<file path="config.mk">
export PLATFORM = sky130hd
export DESIGN_NAME = usb_out_ep_rx
export DESIGN_NICKNAME = d
export VERILOG_FILES = /design/src/rtl/usb_ep_pkg.sv /design/src/rtl/usb_ep_fifo.sv /design/src/rtl/usb_out_ep_rx.sv
export SDC_FILE = /design/constraint.sdc
export NUM_CORES = 1
export LEC_CHECK = 0
export CAP_MARGIN = 20
export CORE_MARGIN = 3
export CORE_UTILIZATION = 47
export DETAILED_ROUTE_END_ITERATION = 8
export GPL_ROUTABILITY_DRIVEN = 1
export GPL_TIMING_DRIVEN = 0
export PLACE_DENSITY = 0.64
export SLEW_MARGIN = 20
export SYNTH_ARGS = -nofsm -noshare
export SYNTH_HDL_FRONTEND = slang
export SYNTH_HIERARCHICAL = 1
export SYNTH_SLANG_ARGS = --single-unit
</file>
<file path="constraint.sdc">
create_clock -name clk -period 5.9 [get_ports clk]
set_input_delay 1.18 -clock clk [delete_from_list [all_inputs] [get_ports clk]]
set_output_delay 1.18 -clock clk [all_outputs]
set_load 0.02 [all_outputs]
</file>
<file path="src/rtl/usb_ep_pkg.sv">
// Shared types and constants for the USB OUT-endpoint receive path.
package usb_ep_pkg;

   localparam int unsigned DATA_W  = 8;
   localparam int unsigned ENDPT_W = 4;
   localparam int unsigned LEN_W   = 11;

   localparam logic [LEN_W-1:0] LEN_MAX = 11'd2047;

   typedef enum logic [1:0] {
      IDLE  = 2'd0,
      RECV  = 2'd1,
      DROP  = 2'd2,
      FLUSH = 2'd3
   } ep_state_t;

   typedef struct packed {
      logic              last;
      logic [DATA_W-1:0] data;
   } fifo_entry_t;

endpackage

</file>
<file path="src/rtl/usb_ep_fifo.sv">
// Synchronous FIFO of {last, data} entries; pointers carry one extra MSB
// so that full and empty can be told apart when the indices match.
module usb_ep_fifo
   import usb_ep_pkg::*;
#(
   parameter int unsigned DEPTH = 64
) (
   input  logic        clk,
   input  logic        rst_n,
   input  logic        i_push,
   input  fifo_entry_t i_wr,
   input  logic        i_pop,
   output fifo_entry_t o_rd,
   output logic        o_full,
   output logic        o_empty
);

   localparam int unsigned AW = $clog2(DEPTH);
   localparam logic [AW:0] PTR_ONE = {{AW{1'b0}}, 1'b1};

   fifo_entry_t r_mem [DEPTH];
   logic [AW:0] r_wp;
   logic [AW:0] r_rp;
   logic        w_pop;

   assign w_pop   = i_pop && !o_empty;
   assign o_empty = (r_wp == r_rp);
   assign o_full  = (r_wp[AW] != r_rp[AW]) && (r_wp[AW-1:0] == r_rp[AW-1:0]);
   assign o_rd    = r_mem[r_rp[AW-1:0]];

   // Pointer update; wrap-around is plain overflow of the extended pointer.
   always_ff @(posedge clk or negedge rst_n) begin
      if (!rst_n) begin
         r_wp <= '0;
         r_rp <= '0;
      end else begin
         if (i_push) begin
            r_wp <= r_wp + PTR_ONE;
         end
         if (w_pop) begin
            r_rp <= r_rp + PTR_ONE;
         end
      end
   end

   // Storage write port.
   always_ff @(posedge clk) begin
      if (i_push) begin
         r_mem[r_wp[AW-1:0]] <= i_wr;
      end
   end

endmodule

</file>
<file path="src/rtl/usb_out_ep_rx.sv">
// OUT-endpoint receive path: USB core rx handshake -> stage byte -> FIFO -> stream.
// Define USB_RX_PKT_LEN_EN to add the pkt_len / pkt_len_vld packet length report.
module usb_out_ep_rx
   import usb_ep_pkg::*;
#(
   parameter int unsigned        DEPTH = 64,
   parameter logic [ENDPT_W-1:0] ENDPT = 4'd1
) (
   input  logic               clk,
   input  logic               rst_n,
   input  logic [ENDPT_W-1:0] endpt,
   input  logic               rxact,
   input  logic               rxval,
   input  logic [DATA_W-1:0]  rxdat,
   output logic               rxrdy,
   output logic               out_valid,
   output logic [DATA_W-1:0]  out_data,
   output logic               out_last,
   input  logic               out_ready,
   output logic               zlp
`ifdef USB_RX_PKT_LEN_EN
   ,
   output logic [LEN_W-1:0]   pkt_len,
   output logic               pkt_len_vld
`endif
);

   ep_state_t          r_state;
   logic               r_stage_vld;
   logic [DATA_W-1:0]  r_stage_data;
   logic               r_zlp;

   logic               w_acc;
   logic               w_push;
   logic               w_end_push;
   logic               w_zlp_evt;
   logic               w_full;
   logic               w_empty;
   fifo_entry_t        w_wr_entry;
   fifo_entry_t        w_rd_entry;

   usb_ep_fifo #(.DEPTH(DEPTH)) u_fifo (
      .clk     (clk),
      .rst_n   (rst_n),
      .i_push  (w_push),
      .i_wr    (w_wr_entry),
      .i_pop   (out_ready),
      .o_rd    (w_rd_entry),
      .o_full  (w_full),
      .o_empty (w_empty)
   );

   assign out_valid = !w_empty;
   assign out_data  = w_empty ? 8'd0 : w_rd_entry.data;
   assign out_last  = w_empty ? 1'b0 : w_rd_entry.last;
   assign zlp       = r_zlp;

   // Ready depends only on registered state, never on rxval.
   always_comb begin
      case (r_state)
         RECV:    rxrdy = !r_stage_vld || !w_full;
         DROP:    rxrdy = 1'b1;
         default: rxrdy = 1'b0;
      endcase
   end

   assign w_acc     = (r_state == RECV) && rxact && rxval && rxrdy;
   assign w_zlp_evt = (r_state == RECV) && !rxact && !r_stage_vld;

   // FIFO write: a new byte evicts the held one; packet end pushes it as last.
   always_comb begin
      w_push          = 1'b0;
      w_end_push      = 1'b0;
      w_wr_entry.last = 1'b0;
      w_wr_entry.data = r_stage_data;
      case (r_state)
         RECV: begin
            if (rxact) begin
               w_push = w_acc && r_stage_vld;
            end else if (r_stage_vld && !w_full) begin
               w_push          = 1'b1;
               w_end_push      = 1'b1;
               w_wr_entry.last = 1'b1;
            end else begin
               w_push = 1'b0;
            end
         end
         FLUSH: begin
            if (!w_full) begin
               w_push          = 1'b1;
               w_end_push      = 1'b1;
               w_wr_entry.last = 1'b1;
            end else begin
               w_push = 1'b0;
            end
         end
         default: w_push = 1'b0;
      endcase
   end

   // Endpoint FSM with stage register and zero-length-packet pulse.
   always_ff @(posedge clk or negedge rst_n) begin
      if (!rst_n) begin
         r_state      <= IDLE;
         r_stage_vld  <= 1'b0;
         r_stage_data <= 8'd0;
         r_zlp        <= 1'b0;
      end else begin
         r_zlp <= 1'b0;
         case (r_state)
            IDLE: begin
               if (rxact) begin
                  r_state <= (endpt == ENDPT) ? RECV : DROP;
               end
            end
            RECV: begin
               if (w_acc) begin
                  r_stage_data <= rxdat;
                  r_stage_vld  <= 1'b1;
               end else if (w_zlp_evt) begin
                  r_zlp   <= 1'b1;
                  r_state <= IDLE;
               end else if (w_end_push) begin
                  r_stage_vld <= 1'b0;
                  r_state     <= IDLE;
               end else if (!rxact) begin
                  r_state <= FLUSH;
               end
            end
            DROP: begin
               if (!rxact) begin
                  r_state <= IDLE;
               end
            end
            FLUSH: begin
               if (w_end_push) begin
                  r_stage_vld <= 1'b0;
                  r_state     <= IDLE;
               end
            end
            default: r_state <= IDLE;
         endcase
      end
   end

`ifdef USB_RX_PKT_LEN_EN
   logic [LEN_W-1:0] r_cnt;
   logic [LEN_W-1:0] r_pkt_len;
   logic             r_pkt_len_vld;

   assign pkt_len     = r_pkt_len;
   assign pkt_len_vld = r_pkt_len_vld;

   // Saturating byte count of the current packet, reported at packet end.
   always_ff @(posedge clk or negedge rst_n) begin
      if (!rst_n) begin
         r_cnt         <= 11'd0;
         r_pkt_len     <= 11'd0;
         r_pkt_len_vld <= 1'b0;
      end else begin
         r_pkt_len_vld <= 1'b0;
         if (r_state == IDLE) begin
            r_cnt <= 11'd0;
         end else if (w_acc && (r_cnt != LEN_MAX)) begin
            r_cnt <= r_cnt + 11'd1;
         end
         if (w_end_push || w_zlp_evt) begin
            r_pkt_len_vld <= 1'b1;
            r_pkt_len     <= r_cnt;
         end
      end
   end
`endif

endmodule

</file>
==> metrics.txt <==
# TYPE chip_impl_metric gauge
chip_impl_metric{name="die_outline_area",unit="um2"} 53700
chip_impl_metric{name="n_antenna_cell",unit=""} 0
chip_impl_metric{name="grt_pass1_wl",unit="mm"} 79.7
chip_impl_metric{name="cts.hold.buffers_added",unit=""} 0
chip_impl_metric{name="wire_per_inst",unit="um"} 27.3
chip_impl_metric{name="critPathRequiredTime",unit="ns"} 4.72
chip_impl_metric{name="antenna_left",unit=""} 0
chip_impl_info{name="timing.hold.worst.class",value="flip-flop to flip-flop"} 1
chip_impl_metric{name="route.detailed.drc",unit=""} 0
chip_impl_metric{name="postSynthNetCount",unit=""} 1203
chip_impl_metric{name="layout.cells.non_filler",unit=""} 1989
chip_impl_metric{name="max-vdd-ir-drop",unit="uV"} 280
chip_impl_metric{name="post_cts.resized_instances",unit=""} 0
chip_impl_info{name="rr_startpoint",value="u_fifo/r_rp[0]"} 1
chip_impl_metric{name="layout.core_utilization",unit="%"} 54.0
chip_impl_metric{name="global_router_s_overall_resource_usage",unit="%"} 20.5
chip_impl_info{name="worst_r2r_endpoint",value="u_fifo/r_mem[31][5]"} 1
chip_impl_metric{name="dp_cells",unit=""} 1883
chip_impl_metric{name="ys_async_sr_fraction",unit="%"} 4.32
chip_impl_metric{name="relSlewSlack",unit="%"} 22.3
chip_impl_metric{name="drive_above_1_share",unit="%"} 22.9
chip_impl_metric{name="grt_start_max_net_pins",unit=""} 66
chip_impl_metric{name="floorplan.initialDensity",unit="%"} 47.7
chip_impl_metric{name="power",unit="W"} 0.0114
chip_impl_metric{name="first_global_vias",unit=""} 12000
chip_impl_metric{name="gp_routability_congestion",unit=""} 0.848
chip_impl_metric{name="placeableCoreArea",unit="um2"} 50300
chip_impl_metric{name="final_period_minus_worst_setup_slack",unit="ns"} 5.75
chip_impl_metric{name="synth_sequential_area_ratio",unit="%"} 74.9
chip_impl_metric{name="post_synth_instance_area",unit="um2"} 24000
chip_impl_metric{name="route.met3.wl",unit="mm"} 4.68
chip_impl_metric{name="global_route_total_overflow",unit=""} 0
chip_impl_info{name="post_synth_main_area_contributors",value="edfxtp_1, mux4_2, dfrtp_1"} 1
chip_impl_metric{name="worstHoldPathCells",unit=""} 1
chip_impl_metric{name="postSynthRegisterBits",unit=""} 602
chip_impl_metric{name="rows",unit=""} 82
chip_impl_metric{name="netlist.area_leader.share",unit="%"} 72.2
chip_impl_info{name="worstSetupEndpointType",value="output pin"} 1
chip_impl_metric{name="drt_first_pass_iters",unit=""} 6
chip_impl_metric{name="clock-skew-final",unit="ns"} 0.0132
chip_impl_metric{name="detail_route.wirelength.met1",unit="mm"} 22.1
chip_impl_info{name="maxUsedRoutingLayer",value="met5"} 1
chip_impl_metric{name="total_via_count_in_the_routed_design",unit=""} 11900
chip_impl_metric{name="post_cts.repair.setup_buffers",unit=""} 0
chip_impl_metric{name="drt-vias-per-instance",unit=""} 5.98
chip_impl_metric{name="internal_reg_to_reg_setup_slack",unit="ns"} 1.17
chip_impl_info{name="cts_root_buffer",value="clkbuf_16"} 1
chip_impl_info{name="path_class",value="flip-flop to output pin"} 1
chip_impl_metric{name="synth-warning-count",unit=""} 6
chip_impl_info{name="synthFlopType",value="edfxtp_1"} 1
chip_impl_metric{name="synth.lib_cells_used.distinct",unit=""} 57
chip_impl_metric{name="drt_iter0_drc",unit=""} 1313
chip_impl_info{name="most_instantiated_library_cell_after_synthesis",value="edfxtp_1"} 1
chip_impl_info{name="cell_types_with_the_highest_counts_after_synthesis",value="edfxtp_1, mux4_2, nor2_1"} 1
chip_impl_metric{name="final-hold-violation-count",unit=""} 0
chip_impl_metric{name="synth_area_per_cell",unit="um2"} 20.3
chip_impl_info{name="cts_tree",value="done"} 1
chip_impl_metric{name="post_route_clock_period_utilization",unit="%"} 97.4
chip_impl_info{name="netlist.top_cell.by_area",value="edfxtp_1"} 1
chip_impl_metric{name="worst_pin_slew",unit="ns"} 1.16
chip_impl_metric{name="mapped_cells",unit=""} 1178
chip_impl_metric{name="power.static_leakage",unit="nW"} 9.86
chip_impl_metric{name="area.growth.synth_to_final",unit="%"} 13.3
chip_impl_metric{name="setup_viol_count_final",unit=""} 0
chip_impl_metric{name="timing_max_transition_violations_final",unit=""} 0
chip_impl_metric{name="power.density",unit="nW/um2"} 419
chip_impl_metric{name="timing.final.ws_setup",unit="ns"} 0.154
chip_impl_metric{name="cts.htree.levels",unit=""} 2
chip_impl_metric{name="chipHeight",unit="um"} 232
chip_impl_metric{name="post-place-ws",unit="ns"} 0.692
chip_impl_metric{name="synth-edff-count",unit=""} 576
chip_impl_metric{name="layout.filler_cells",unit=""} 3909
chip_impl_metric{name="routed_wirelength",unit="mm"} 54.3
chip_impl_metric{name="crit_fanout",unit=""} 10
chip_impl_metric{name="clkTransAtPathRegs",unit="ns"} 0.06
chip_impl_metric{name="drv.max_cap_violation_count",unit=""} 0
chip_impl_metric{name="numClockSinks",unit=""} 602
chip_impl_info{name="whs_endpoint",value="u_fifo/r_wp[6]"} 1
chip_impl_metric{name="max_freq",unit="MHz"} 174
chip_impl_metric{name="arrival",unit="ns"} 4.57
chip_impl_info{name="result_of_the_run",value="completed"} 1
chip_impl_metric{name="detailedPlacementHpwl",unit="mm"} 35.1
chip_impl_metric{name="cts_inserted_buffers",unit=""} 60
chip_impl_metric{name="grt_antenna_before_repair",unit=""} 1
chip_impl_info{name="min_from",value="u_fifo/r_wp[6]"} 1
chip_impl_metric{name="insertion_delay",unit="ns"} 0.61
chip_impl_metric{name="bufs_on_longest_clock_path",unit=""} 3
chip_impl_metric{name="die_width",unit="um"} 232
chip_impl_metric{name="boundaryPins",unit=""} 29
chip_impl_metric{name="num-nets-final",unit=""} 1298
chip_impl_metric{name="ff2ff_path_depth",unit=""} 12
chip_impl_metric{name="placement.io_buffers",unit=""} 28
chip_impl_metric{name="setup_tns",unit="ns"} 0
chip_impl_info{name="setup.worst_path.start_class",value="flip-flop"} 1
chip_impl_metric{name="routed-wl-met2",unit="mm"} 25.9
chip_impl_info{name="grt_setup_unrepaired",value="false"} 1
cell families after synthesis:
group	Yosys count	synth area share [%]
buffers and inverters	78	2.02
AO/OA/AOI/OAI	106	3.44
AND/OR/NAND/NOR	163	3.47
flip-flops	602	74.9
multiplexers	203	15.1
XOR/XNOR	18	0.658
adder cells (fa/ha/maj)	8	0.418
worst max path at each step:
| stage | from | end | slack (ns) | cells past startpoint |
|---|---|---|---|---|
| 4_1_cts | u_fifo/r_rp[2] | out_data[4] | 0.25 | 9 |
| 5_1_grt | u_fifo/r_rp[2] | out_data[6] | 0.08 | 9 |
| 3_3_place_gp | rxact | u_fifo/r_mem[37][6] | 0.77 | 8 |
| 6_report | u_fifo/r_rp[2] | out_data[4] | 0.15 | 9 |
| 2_1_floorplan | rxval | u_fifo/r_mem[49][0] | 2.44 | 7 |
| 3_5_place_dp | rxact | u_fifo/r_mem[37][3] | 0.69 | 8 |
through the flow:
stage | hold WS, ns | cell area (um2)
CTS | 0.489 | 27100
finish | 0.489 | 27100
floorplan | 0.462 | 24000
detailed placement | 0.479 | 25200
global route | 0.509 | 27100
global placement | 0.476 | 25100
layout by cell type, fill, tap and decap left out, types with 7 or more instances in the layout:
cell,n
xor2_1,9
buf_4,11
dfrtp_1,18
mux4_2,125
nand3_1,12
buf_6,13
o22ai_1,11
a221oi_1,8
nor2_1,70
buf_2,17
a211oi_1,11
a21oi_1,7
xnor2_1,9
mux2_2,20
clkbuf_1,35
clkinv_1,11
o21ai_0,10
nand2_1,24
clkdlybuf4s50_1,27
edfxtp_1,576
nand3b_1,7
clkbuf_16,61
mux2i_1,58
a22oi_1,15
inv_1,10
o221ai_1,8
nor2b_1,18
ha_1,8
final cells by class:
cell class	instances	area, um2	share of cell area, %
Multi-Input combinational cell	498	5550	20.4
Buffer	67	443	1.63
Tap cell	672	841	3.10
Inverter	11	41.3	0.152
Clock inverter	26	264	0.973
Clock buffer	80	1660	6.11
Timing Repair Buffer	33	383	1.41
Sequential cell	602	18000	66.2
routing by layer:
metal | vias to the layer above | track usage (%)
met2 | 475 | 32.2
met1 | 6273 | 28.5
met3 | 106 | 5.12
met4 | 2 | 6.66
met5 | - | 0
li1 | 5048 | -
flip-flops by register name, indices dropped and copies added, names as in the netlist:
name and flops:
u_fifo/r_mem 576, r_stage_data 8, r_stage_vld 1, r_state 2, zlp 1, u_fifo/r_rp 7, u_fifo/r_wp 7
report_power, final:
group          total, W  internal, W  switching, W
logic           0.00293      0.00117       0.00176
clock network   0.00371      0.00218       0.00153
registers       0.00474      0.00469     0.0000448
total            0.0114      0.00804       0.00333
critical path: stages (launching register included):
cell,delay [ns]
dfrtp_1,0.35
buf_4,0.18
buf_4,0.22
nor2_1,0.90
buf_2,0.41
a22oi_1,0.15
a211oi_1,0.65
a31o_1,0.18
nor2b_1,0.25
clkdlybuf4s50_1,0.66
(Power assumes the default switching activity.)
